<file path="src/rtl/product_accumulator_if.sv">
// Product-in / result-out handshake bundle for product_accumulator.
interface product_accumulator_if #(
    parameter int unsigned MUL_WIDTH = 16,
    parameter int unsigned ACC_WIDTH = 2 * MUL_WIDTH + 8
);
    localparam int unsigned PROD_WIDTH = 2 * MUL_WIDTH;

    logic                  product_valid;
    logic                  product_ready;
    logic [PROD_WIDTH-1:0] product;
    logic                  acc_valid;
    logic                  acc_ready;
    logic [ACC_WIDTH-1:0]  acc_out;
    logic                  acc_overflow;

    modport slave (
        input  product_valid, product, acc_ready,
        output product_ready, acc_valid, acc_out, acc_overflow
    );

    modport master (
        output product_valid, product, acc_ready,
        input  product_ready, acc_valid, acc_out, acc_overflow
    );
endinterface

</file>
<file path="src/rtl/product_accumulator.sv">
// Sums DOT_LEN signed products into one saturating dot-product result and
// holds it on a valid/ready handshake until the consumer takes it.
module product_accumulator #(
    parameter int unsigned MUL_WIDTH = 16,
    parameter int unsigned ACC_WIDTH = 2 * MUL_WIDTH + 8,
    parameter int unsigned DOT_LEN   = 4
) (
    input  logic                  clk,
    input  logic                  rst,
    input  logic                  clear,
    product_accumulator_if.slave  bus
);
    localparam int unsigned CNT_WIDTH = $clog2(DOT_LEN) + 1;
    localparam int unsigned SUM_WIDTH = ACC_WIDTH + 1;
    localparam logic [CNT_WIDTH-1:0] CNT_LAST = CNT_WIDTH'(DOT_LEN - 1);
    localparam logic signed [ACC_WIDTH-1:0] ACC_MAX = {1'b0, {(ACC_WIDTH-1){1'b1}}};
    localparam logic signed [ACC_WIDTH-1:0] ACC_MIN = {1'b1, {(ACC_WIDTH-1){1'b0}}};

    typedef enum logic {
        ST_ACCUM  = 1'b0,
        ST_OUTPUT = 1'b1
    } state_e;

    state_e                        state_q, state_d;
    logic signed [ACC_WIDTH-1:0]   acc_q, acc_d;
    logic        [CNT_WIDTH-1:0]   count_q, count_d;
    logic                          ovf_q, ovf_d;

    logic signed [SUM_WIDTH-1:0]   sum;
    logic signed [ACC_WIDTH-1:0]   acc_sat;
    logic                          clamp_hi;
    logic                          clamp_lo;

    // One guard bit above the accumulator exposes overflow in either direction.
    always_comb begin
        sum      = SUM_WIDTH'(acc_q) + SUM_WIDTH'($signed(bus.product));
        clamp_hi = (sum[SUM_WIDTH-1:SUM_WIDTH-2] == 2'b01);
        clamp_lo = (sum[SUM_WIDTH-1:SUM_WIDTH-2] == 2'b10);
        if (clamp_hi) begin
            acc_sat = ACC_MAX;
        end else if (clamp_lo) begin
            acc_sat = ACC_MIN;
        end else begin
            acc_sat = ACC_WIDTH'(sum);
        end
    end

    always_ff @(posedge clk or negedge rst) begin
        if (!rst) begin
            state_q <= ST_ACCUM;
            acc_q   <= '0;
            count_q <= '0;
            ovf_q   <= 1'b0;
        end else begin
            state_q <= state_d;
            acc_q   <= acc_d;
            count_q <= count_d;
            ovf_q   <= ovf_d;
        end
    end

    // Clear outranks both handshakes.
    always_comb begin
        state_d = state_q;
        acc_d   = acc_q;
        count_d = count_q;
        ovf_d   = ovf_q;

        if (clear) begin
            state_d = ST_ACCUM;
            acc_d   = '0;
            count_d = '0;
            ovf_d   = 1'b0;
        end else begin
            unique case (state_q)
                ST_ACCUM: begin
                    if (bus.product_valid) begin
                        acc_d = acc_sat;
                        ovf_d = ovf_q | clamp_hi | clamp_lo;
                        if (count_q == CNT_LAST) begin
                            count_d = '0;
                            state_d = ST_OUTPUT;
                        end else begin
                            count_d = count_q + CNT_WIDTH'(1);
                        end
                    end
                end
                ST_OUTPUT: begin
                    if (bus.acc_ready) begin
                        state_d = ST_ACCUM;
                        acc_d   = '0;
                        ovf_d   = 1'b0;
                    end
                end
                default: state_d = ST_ACCUM;
            endcase
        end
    end

    assign bus.product_ready = rst && (state_q == ST_ACCUM);
    assign bus.acc_valid     = (state_q == ST_OUTPUT);
    assign bus.acc_out       = acc_q;
    assign bus.acc_overflow  = ovf_q;
endmodule

</file>
<file path="src/flat_wrapper.sv">
// flat-port wrapper written by rule: the top's interface ports become plain ports
module product_accumulator_flat 
#(
    parameter int unsigned MUL_WIDTH = 16,
    parameter int unsigned ACC_WIDTH = 2 * MUL_WIDTH + 8,
    parameter int unsigned DOT_LEN   = 4
)
  (clk, rst, clear, bus_product_valid, bus_product, bus_acc_ready, bus_product_ready, bus_acc_valid, bus_acc_out, bus_acc_overflow);
  product_accumulator_if #(.MUL_WIDTH(MUL_WIDTH), .ACC_WIDTH(ACC_WIDTH)) bus_i ();
  input  logic clk;
  input  logic rst;
  input  logic clear;
  input wire logic [$bits(bus_i.product_valid)-1:0] bus_product_valid;
  input wire logic [$bits(bus_i.product)-1:0] bus_product;
  input wire logic [$bits(bus_i.acc_ready)-1:0] bus_acc_ready;
  output wire logic [$bits(bus_i.product_ready)-1:0] bus_product_ready;
  output wire logic [$bits(bus_i.acc_valid)-1:0] bus_acc_valid;
  output wire logic [$bits(bus_i.acc_out)-1:0] bus_acc_out;
  output wire logic [$bits(bus_i.acc_overflow)-1:0] bus_acc_overflow;
  assign bus_i.product_valid = bus_product_valid;
  assign bus_i.product = bus_product;
  assign bus_i.acc_ready = bus_acc_ready;
  assign bus_product_ready = bus_i.product_ready;
  assign bus_acc_valid = bus_i.acc_valid;
  assign bus_acc_out = bus_i.acc_out;
  assign bus_acc_overflow = bus_i.acc_overflow;
  product_accumulator #(.MUL_WIDTH(MUL_WIDTH), .ACC_WIDTH(ACC_WIDTH), .DOT_LEN(DOT_LEN)) u_core (.clk(clk), .rst(rst), .clear(clear), .bus(bus_i));
endmodule
</file>
<file path="config.mk">
export PLATFORM = sky130hd
export DESIGN_NAME = product_accumulator_flat
export DESIGN_NICKNAME = d
export VERILOG_FILES = /design/src/rtl/product_accumulator_if.sv /design/src/rtl/product_accumulator.sv /design/src/flat_wrapper.sv
export SDC_FILE = /design/constraint.sdc
export NUM_CORES = 1
export LEC_CHECK = 0
export CAP_MARGIN = 30
export CORE_UTILIZATION = 57
export CTS_CLUSTER_SIZE = 24
export DETAILED_ROUTE_END_ITERATION = 12
export GPL_TIMING_DRIVEN = 0
export PLACE_DENSITY = 0.87
export SYNTH_ARGS = -nofsm -noshare
export SYNTH_HDL_FRONTEND = slang
export SYNTH_SLANG_ARGS = --single-unit
</file>
<file path="constraint.sdc">
create_clock -name clk -period 7.6 [get_ports clk]
set_input_delay 0.76 -clock clk [delete_from_list [all_inputs] [get_ports clk]]
set_output_delay 0.76 -clock clk [all_outputs]
set_load 0.02 [all_outputs]
</file>
=== After elaboration in Yosys (flattened, before gate mapping) ===
Index checks and enable logic that the tools add are counted.

* Mux-type cells: 19
* Reductions and logical operators: 4
* Bitwise operators: 3
* Eq/ne operators: 6
* Add/subtract/negate cells: 2

{| class="wikitable"
|+ Operator list
! operator !! count
|-
| $mux W40 || 5
|-
| $pmux W40 S2 || 1
|-
| $add A40 B32 Y41 || 1
|-
| $mux W3 || 4
|-
| $mux W1 || 7
|-
| $ne A3 B3 Y1 const B || 2
|-
| $pmux W1 S2 || 2
|-
| $reduce_and A2 Y1 || 2
|-
| $add A3 B1 Y3 const B || 1
|-
| $eq A3 B2 Y1 const B || 1
|-
| $eq A2 B1 Y1 const B || 1
|-
| $eq A2 B2 Y1 const B || 1
|-
| $ne A2 B2 Y1 const B || 1
|-
| $or A1 B1 Y1 || 2
|-
| $reduce_bool A2 Y1 || 1
|-
| $logic_and A1 B1 Y1 || 1
|-
| $not A1 Y1 || 1
|}

* Register bits: 45

=== Logic depth before layout (Yosys ltp) ===
Gate-level depths: netlist (run 1).

* Depth after elaboration: 7
* Gate-level depth with buffers: 14
* Depth with buffers taken out: 12

=== Worst setup path before layout (run 1) ===
Ideal clock, no wire load.

* Path type: input to register
* From: in bus_product[0]
* To: reg u_core.acc_q[38] (netlist: u_core.bus.acc_out[38])
* Setup slack: 4.341 ns
* Cell stages on the path: 12
* Arrival: 3.133 ns
* Cells stage by stage: ha_1 inv_1 fa_1 nand2b_1 a21oi_1 o21ai_1 nand3_1 a21oi_2 o31ai_2 a41oi_1 a311o_1 a221o_1

* Cells in the longest elaborated chain, start to end: 7

{| class="wikitable"
|+ RTL lines
! what !! RTL line !! source
|-
| from (decl) || flat_wrapper.sv:14 || <nowiki>input wire logic [$bits(bus_i.product)-1:0] bus_product;</nowiki>
|-
| $add A40 B32 Y41 * || product_accumulator.sv:36 || <nowiki>sum = SUM_WIDTH'(acc_q) + SUM_WIDTH'($signed(bus.product));</nowiki>
|-
| $eq A2 B2 Y1 || product_accumulator.sv:38 || <nowiki>clamp_lo = (sum[SUM_WIDTH-1:SUM_WIDTH-2] == 2'b10);</nowiki>
|-
| $mux W40 || product_accumulator.sv:41 || <nowiki>end else if (clamp_lo) begin</nowiki>
|-
| $mux W40 * || product_accumulator.sv:39 || <nowiki>if (clamp_hi) begin</nowiki>
|-
| $mux W40 * || product_accumulator.sv:77 || <nowiki>if (bus.product_valid) begin</nowiki>
|-
| $pmux W40 S2 * || product_accumulator.sv:75 || <nowiki>unique case (state_q)</nowiki>
|-
| $mux W40 * || product_accumulator.sv:69 || <nowiki>if (clear) begin</nowiki>
|-
| to (signal assigned) || product_accumulator.sv:51 || <nowiki>acc_q <= '0;</nowiki>
|-
| to (signal assigned) || product_accumulator.sv:56 || <nowiki>acc_q <= acc_d;</nowiki>
|-
| to (decl) || product_accumulator.sv:25 || <nowiki>logic signed [ACC_WIDTH-1:0] acc_q, acc_d;</nowiki>
|}

Every way passes the cells marked *; elsewhere a longest branch is shown, timed or not. The select of a mux whose other input is x is not followed.
A chain may end at the register's enable or synchronous reset.

=== Final worst setup path (run 1) ===
* From: in bus_product[31]
* To: reg u_core.acc_q[34] (netlist: u_core.bus.acc_out[34])

Same word-level chain as after synthesis.

==> metrics.md, run 1 <==
| Metric | Value |
|---|---|
| Synth Area in Compound Gates | 0.3031 |
| Core box area | 6794 sq um |
| Inserted Diodes | 0 |
| R2R depth | 11 |
| DRT Pass-1 Iters | 5 |
| CP max stage cell | clkdlybuf4s50_1 |
| Multi-input gate area | 2690 sq um |
| Most frequent cell after synthesis | dfrtp_1 |
| Final setup violation count | 0 |
| WL final | approximately 10000 um |
| Reg-to-reg critical path startpoint | u_core.bus.acc_out[1] |
| Met1 Use GR | 0.3987 |
| Combinational family with the most area after synthesis | compound AO/OA/AOI/OAI gates |
| Mux contribution to synthesized area | 0.002490 |
| Share of layout cells above drive strength 1 | 0.06679 |
| Max_cap viols | 0 |
| Post-CTS Hold Buffers | 0 |
| Final worst setup slack | approximately 3500 ps |
| Total GRT Usage | 0.2927 |
| Die Ht | ~86 um |
| GR peak layer | met2 |
| Vias per inst | between 6 and 7 |
| Initial antenna violation count | 0 |
| CP Capture Type | register |
| Ranking of synthesized cells by area | dfrtp_1, ha_1, a221o_1, a21oi_1, xnor2_1 |
| Vias after detailed routing | about 3.9k |
| CP Class | in -> reg |
| Average wire per standard cell | ~16 um |
| Cell Area, Synth | 4020 sq um |
| H-tree levels | 2 |
| Fin util | 0.7435 |
| Tcrit/Tclk final | 0.5361 |
| 1st-iter DRT viols | roughly 220 |
| Crit-path max cell delay | 700 ps |
| Fin. Hold Viols | 0 |
| Tmin final | between 4000 and 5000 ps |
| I/O Pins | 80 |
| Initial Util | 0.5917 |
| Layout Area Growth over Synthesis | 25.65% |
| Seq. cell area | 1126 sq um |
| Ys flop type | dfrtp_1 |
| Post-Synth Adder-Cell Area | 0.1326 |
| Crit-path max FO | 10 |
| Max IR drop VDD | a little under 200 uV |
| Reg-to-reg slack, setup | between 4000 and 5000 ps |
| Synth area leader | dfrtp_1 |
| CTS tree | done |
| Worst skew pair latency | a little over 300 ps |
| Fraction of registers with async set/reset | 1.000 |
| Die Area | approximately 7400 sq um |
| Fmax | approximately 250 MHz |
| Setup TNS | 0 ps |
| Worst slew pin tran | between 500 and 600 ps |
| Post-CTS Setup Bufs | 0 |
| CTS root buf | clkbuf_8 |
| Die span in x | roughly 86 um |
| Worst slew margin | 0.6374 |
| Reg2reg end | u_core.bus.acc_out[34] |
| Yosys top cell area share | 0.2801 |
| Total Nets Final | roughly 600 |
| Pleak | roughly 2.3 nW |
| Vias in the first global route | approximately 3.8k |
| Critical path startpoint | bus_product[31] |
| Pin count of the biggest net entering global routing | 29 |
| Required @ worst endpoint | around 7900 ps |
| Post-Synth XOR/XNOR Area | 0.08061 |
| Gp weighted congestion | 0.9964 |
| Cells along the critical path | clkdlybuf4s50_1 -> ha_1 -> buf_2 -> a211oi_1 -> o21bai_1 -> nand3b_1 -> a2111oi_2 -> nor3_1 -> xnor2_1 -> or2_1 -> nor3_4 -> buf_4 -> a221o_1 |
| Power, Total | 1.784 mW |
| Final worst hold slack | between 300 and 400 ps |
| Unrepaired setup endpoints after global routing | false |
| Sequential share of the synthesized area | 0.2801 |
| YS warnings | 0 |
| Detailed-route DRC error count | 0 |
| Clock buffer depth | 2 |
| Met2 GRT Util | 0.4848 |
| Status | finished, final reports clean |
| Post-synth cell types | 61 |
| Mapped Cells | about 450 |
| Power density cells | 353.2 nW/um^2 |
| Startpoint types | input port |
| Fillers | 509 |
| Setup crit end | u_core.bus.acc_out[34] |
| Post-CTS sizing | 0 |
| Syn_area_per_cell | 8.894 sq um |
| CTS Buf Count | 5 |
| Cell row count | 30 |
| Most frequent cells after synthesis | dfrtp_1, ha_1, a21oi_1, a221o_1, nand2_1 |
| Wire length of the first global-routing pass | between 15000 and 20000 um |
| Gr ovfl total | 0 |
| HPWL reported at the end of detailed placement | 8074 um |
| Clock-pin slew on the worst setup and hold paths | roughly 100 ps |
| Syn Nets | 531 |
| Worst EP arrival | about 4300 ps |
| CTS sink count | 45 |
| Post-synth EDFFs | 0 |
| Fin. max-slew vios | 0 |
| Post-DRT Antenna Nets | 0 |
| Clock Skews | roughly 9.3 ps |
| Worst min path class | in -> async |
| Setup WS pre-CTS | approximately 3200 ps |
| GRT met3 Usage | 0.03946 |
| Flops & latches, synth | 45 |
| Simple-gate portion of the synthesized area | 0.1503 |
| Input/output buffers | just under 80 |
[routing by layer]
metal,part of all wire,up-vias,wire (um)
li1,-,1901,-
met1,0.46,1862,4757
met2,0.47,160,4926
met3,0.062,14,647
met4,0.011,0,112
met5,0,-,0
[cells in the final DEF, fill, tap and decap left out, types with 10 or more instances in the layout]
cell / synthesis / layout
a221o_1: 38 / 38
dfrtp_1: 45 / 45
clkdlybuf4s50_1: 0 / 77
xor2_1: 17 / 17
nand2_1: 33 / 33
o21ai_0: 22 / 22
inv_1: 15 / 15
nor3_1: 12 / 12
clkbuf_1: 10 / 10
nand3_1: 10 / 10
xnor2_1: 20 / 20
a21oi_1: 40 / 40
ha_1: 41 / 41
a31oi_1: 11 / 11
nor2_1: 20 / 20
buf_2: 12 / 13
[layout make-up]
class	instances	area share
clock inverter	3	0.009165
inverter	15	0.01115
tap	96	0.02378
timing repair buffer	79	0.1575
sequential	45	0.2229
buffer	28	0.02923
clock buffer	5	0.01362
multi-input combinational	364	0.5326
[power by group]
| group | switching [mW] | total, mW | internal (mW) |
|---|---|---|---|
| clock | 0.0950 | 0.194 | 0.0986 |
| combinational | 0.657 | 1.20 | 0.541 |
| sequential | 0.0739 | 0.393 | 0.319 |
[critical path, delay by kind of cell]
kind            cells  cell delay [ps]
buf+inv             3             1150
simple gates        4             1070
compound gates      4              880
fa+ha+maj           1              300
xor+xnor            1              140
[state kept, by name, summed over array words and instances (netlist names)]
name                     cells
u_core.bus.acc_out          40
u_core.count_q               3
u_core.bus.acc_overflow      1
u_core.bus.acc_valid         1
[logic make-up (layout without fill, tap and decap cells)]
family | after synthesis | in the layout
adder cells (fa/ha/maj) | 42 | 42
multiplexers | 1 | 1
AO/OA/AOI/OAI | 166 | 166
AND/OR/NAND/NOR | 118 | 118
buffers and inverters | 43 | 130
flip-flops | 45 | 45
XOR/XNOR | 37 | 37
[worst min-delay path by stage]
stage / endpoint / slack [ps] / depth (start not counted)
floorplan: u_core.bus.acc_out[0] / 460 / 0
global placement: u_core.count_q[1] / 510 / 2
detailed placement: u_core.count_q[1] / 530 / 2
CTS: u_core.bus.acc_out[15] / 390 / 1
global route: u_core.bus.acc_out[15] / 410 / 1
finish: u_core.bus.acc_out[15] / 370 / 1
[per-stage QoR]
| step | std cells | instance area (sq um) |
|---|---|---|
| final | 635 | 5051 |
| after global routing | 635 | 5051 |
| after CTS | 635 | 5051 |
| after detailed placement | 627 | 4936 |
| after global placement | 626 | 4921 |
| after floorplan | 452 | 4020 |
No activity file was read; power rests on OpenSTA's default activity.
==> inputs of run 2 (changes only) <==
--- a/config.mk
+++ b/config.mk
@@ -6,11 +6,11 @@
 export NUM_CORES = 1
 export LEC_CHECK = 0
 export CAP_MARGIN = 30
-export CORE_UTILIZATION = 57
+export CORE_UTILIZATION = 53
 export CTS_CLUSTER_SIZE = 24
 export DETAILED_ROUTE_END_ITERATION = 12
 export GPL_TIMING_DRIVEN = 0
-export PLACE_DENSITY = 0.87
+export PLACE_DENSITY = 0.82
 export SYNTH_ARGS = -nofsm -noshare
 export SYNTH_HDL_FRONTEND = slang
 export SYNTH_SLANG_ARGS = --single-unit
==> constraint.sdc (replaced) <==
create_clock -name clk -period 4.15 [get_ports clk]
set_input_delay 0.415 -clock clk [delete_from_list [all_inputs] [get_ports clk]]
set_output_delay 0.415 -clock clk [all_outputs]
set_load 0.02 [all_outputs]
==> metrics.md, run 2 (synthesis gave the netlist of run 1 again) <==
| Metric | Value |
|---|---|
| Status | finished, final reports clean |
| GR peak layer | met2 |
| Unrepaired setup endpoints after global routing | false |
| Vias after detailed routing | slightly below 4k |
| Clock buffer depth | 2 |
| GRT met3 Usage | 0.03139 |
| CP Class | in -> reg |
| Gr ovfl total | 0 |
| Reg-to-reg slack, setup | 710 ps |
| 1st-iter DRT viols | about 220 |
| Met1 Use GR | 0.4050 |
| Met2 GRT Util | 0.4434 |
| Core box area | roughly 7300 sq um |
| Worst slew pin tran | 581.3 ps |
| CP Capture Type | register |
| Pin count of the biggest net entering global routing | 26 |
| Power, Total | between 3 and 4 mW |
| Startpoint types | input port |
| Fin util | 0.6932 |
| Tmin final | ~3700 ps |
| Die span in x | between 80 and 90 um |
| I/O Pins | 80 |
| Power density cells | between 600 and 700 nW/um^2 |
| Crit-path max FO | 10 |
| Final worst hold slack | around 64 ps |
| Clock Skews | 16.84 ps |
| CTS root buf | clkbuf_8 |
| Most common cell after layout, fill and taps aside | clkdlybuf4s50_1 |
| R2R depth | 12 |
| Post-CTS sizing | 0 |
| Reg2reg end | u_core.bus.acc_out[38] |
| Final setup violation count | 0 |
| Worst EP arrival | 3920 ps |
| Initial antenna violation count | 0 |
| Inserted Diodes | 0 |
| Total Nets Final | 617 |
| Max reg flops | 40 |
| CTS sink count | 45 |
| Worst slew margin | 0.6125 |
| Layout Cells excl Fill | between 600 and 700 |
| Post-DRT Antenna Nets | 0 |
| Gp weighted congestion | between 0.8 and 0.9 |
| CTS Buf Count | 5 |
| Post-Place Cells | 630 |
| Post-CTS Hold Buffers | 0 |
| Setup TNS | 0 ps |
| Layout Area Growth over Synthesis | 25.74% |
| Worst skew pair latency | approximately 310 ps |
| Fin. Hold Viols | 0 |
| Worst min path class | in -> async |
| Detailed-route DRC error count | 0 |
| Required @ worst endpoint | between 4000 and 5000 ps |
| Vias per inst | between 6 and 7 |
| H-tree levels | 2 |
| Commonest non-fill, non-tap cells in the layout | clkdlybuf4s50_1, dfrtp_1, ha_1 |
| Max IR drop VDD | around 320 uV |
| Max_cap viols | 0 |
| Initial Util | 0.5513 |
| Reg-to-reg critical path startpoint | u_core.bus.acc_out[0] |
| HPWL reported at the end of detailed placement | just over 8000 um |
| Die Ht | 89.09 um |
| CTS tree | done |
| Share of layout cells above drive strength 1 | 0.06679 |
| Pleak | 2.260 nW |
| Post-CTS Setup Bufs | 0 |
| Total GRT Usage | 0.2780 |
| Fmax | approximately 270 MHz |
| Input/output buffers | 78 |
| Vias in the first global route | 3638 |
| Fin. max-slew vios | 0 |
| Die Area | 7937 sq um |
| Average wire per standard cell | around 17 um |
| Tcrit/Tclk final | 0.8883 |
| Fillers | between 600 and 700 |
| WL final | 10580 um |
| Wire length of the first global-routing pass | 17360 um |
| Cell row count | 31 |
| DRT Pass-1 Iters | 5 |
| Clock-pin slew on the worst setup and hold paths | ~100 ps |
-- run 2: cell counts in the layout (fill, tap and decap cells not counted) --
No cell type changed its count.
-- run 2: report_power, final --
group	switching, mW	internal, mW
Clock	0.172	0.181
Sequential	0.137	0.584
Combinational	1.21	0.991
Total	1.52	1.76
-- run 2: worst max-delay path by stage --
stage	startpoint	end	slack (ps)	cells after the start
global route	bus_product[31]	u_core.bus.acc_out[32]	190	13
global placement	bus_product[31]	u_core.bus.acc_out[34]	170	13
floorplan	u_core.bus.acc_out[0]	u_core.bus.acc_out[38]	1140	12
finish	bus_product[31]	u_core.bus.acc_out[32]	460	13
detailed placement	bus_product[31]	u_core.bus.acc_out[34]	180	13
CTS	bus_product[31]	u_core.bus.acc_out[34]	470	13
-- run 2: final cells by class --
class | instances | area (sq um) | share of cell area
timing repair buffer | 79 | 795.8 | 0.1574
tap | 99 | 123.9 | 0.02450
multi-input combinational | 364 | 2690 | 0.5322
clock inverter | 3 | 46.29 | 0.009158
sequential | 45 | 1126 | 0.2228
buffer | 28 | 147.6 | 0.02921
inverter | 15 | 56.30 | 0.01114
clock buffer | 5 | 68.82 | 0.01361
-- run 2: critical path, cell delays in order --
cell and delay, ps:
clkdlybuf4s50_1 710, ha_1 310, buf_2 170, a211oi_1 240
o21bai_1 130, nand3b_1 210, a2111oi_2 370, nor3_1 100
xnor2_1 140, or2_1 290, nor3_4 420, buf_4 270
a221o_1 140
-- run 2: per-layer routing --
metal  wire length (um)  vias to the layer above  share of wire
met3                669                       13          0.063
met5                  0                        -              0
met1               4893                     1837           0.46
li1                   -                     1902              -
met2               4905                      160           0.46
met4                109                        0          0.010
-- run 2: per-stage QoR --
step,instance area (sq um),worst slack (ps)
global route,5055,186.1
detailed placement,4940,183.4
finish,5055,463.5
floorplan,4020,1140
CTS,5055,469.5
global placement,4925,169.7
==> inputs of run 3 (changes only) <==
--- a/config.mk
+++ b/config.mk
@@ -7,6 +7,7 @@
 export LEC_CHECK = 0
 export CAP_MARGIN = 30
 export CORE_UTILIZATION = 53
+export CTS_CLUSTER_DIAMETER = 120
 export CTS_CLUSTER_SIZE = 24
 export DETAILED_ROUTE_END_ITERATION = 12
 export GPL_TIMING_DRIVEN = 0
==> results of run 3 <==
Same layout as run 2: the final DEF is identical, and so are final timing and power.
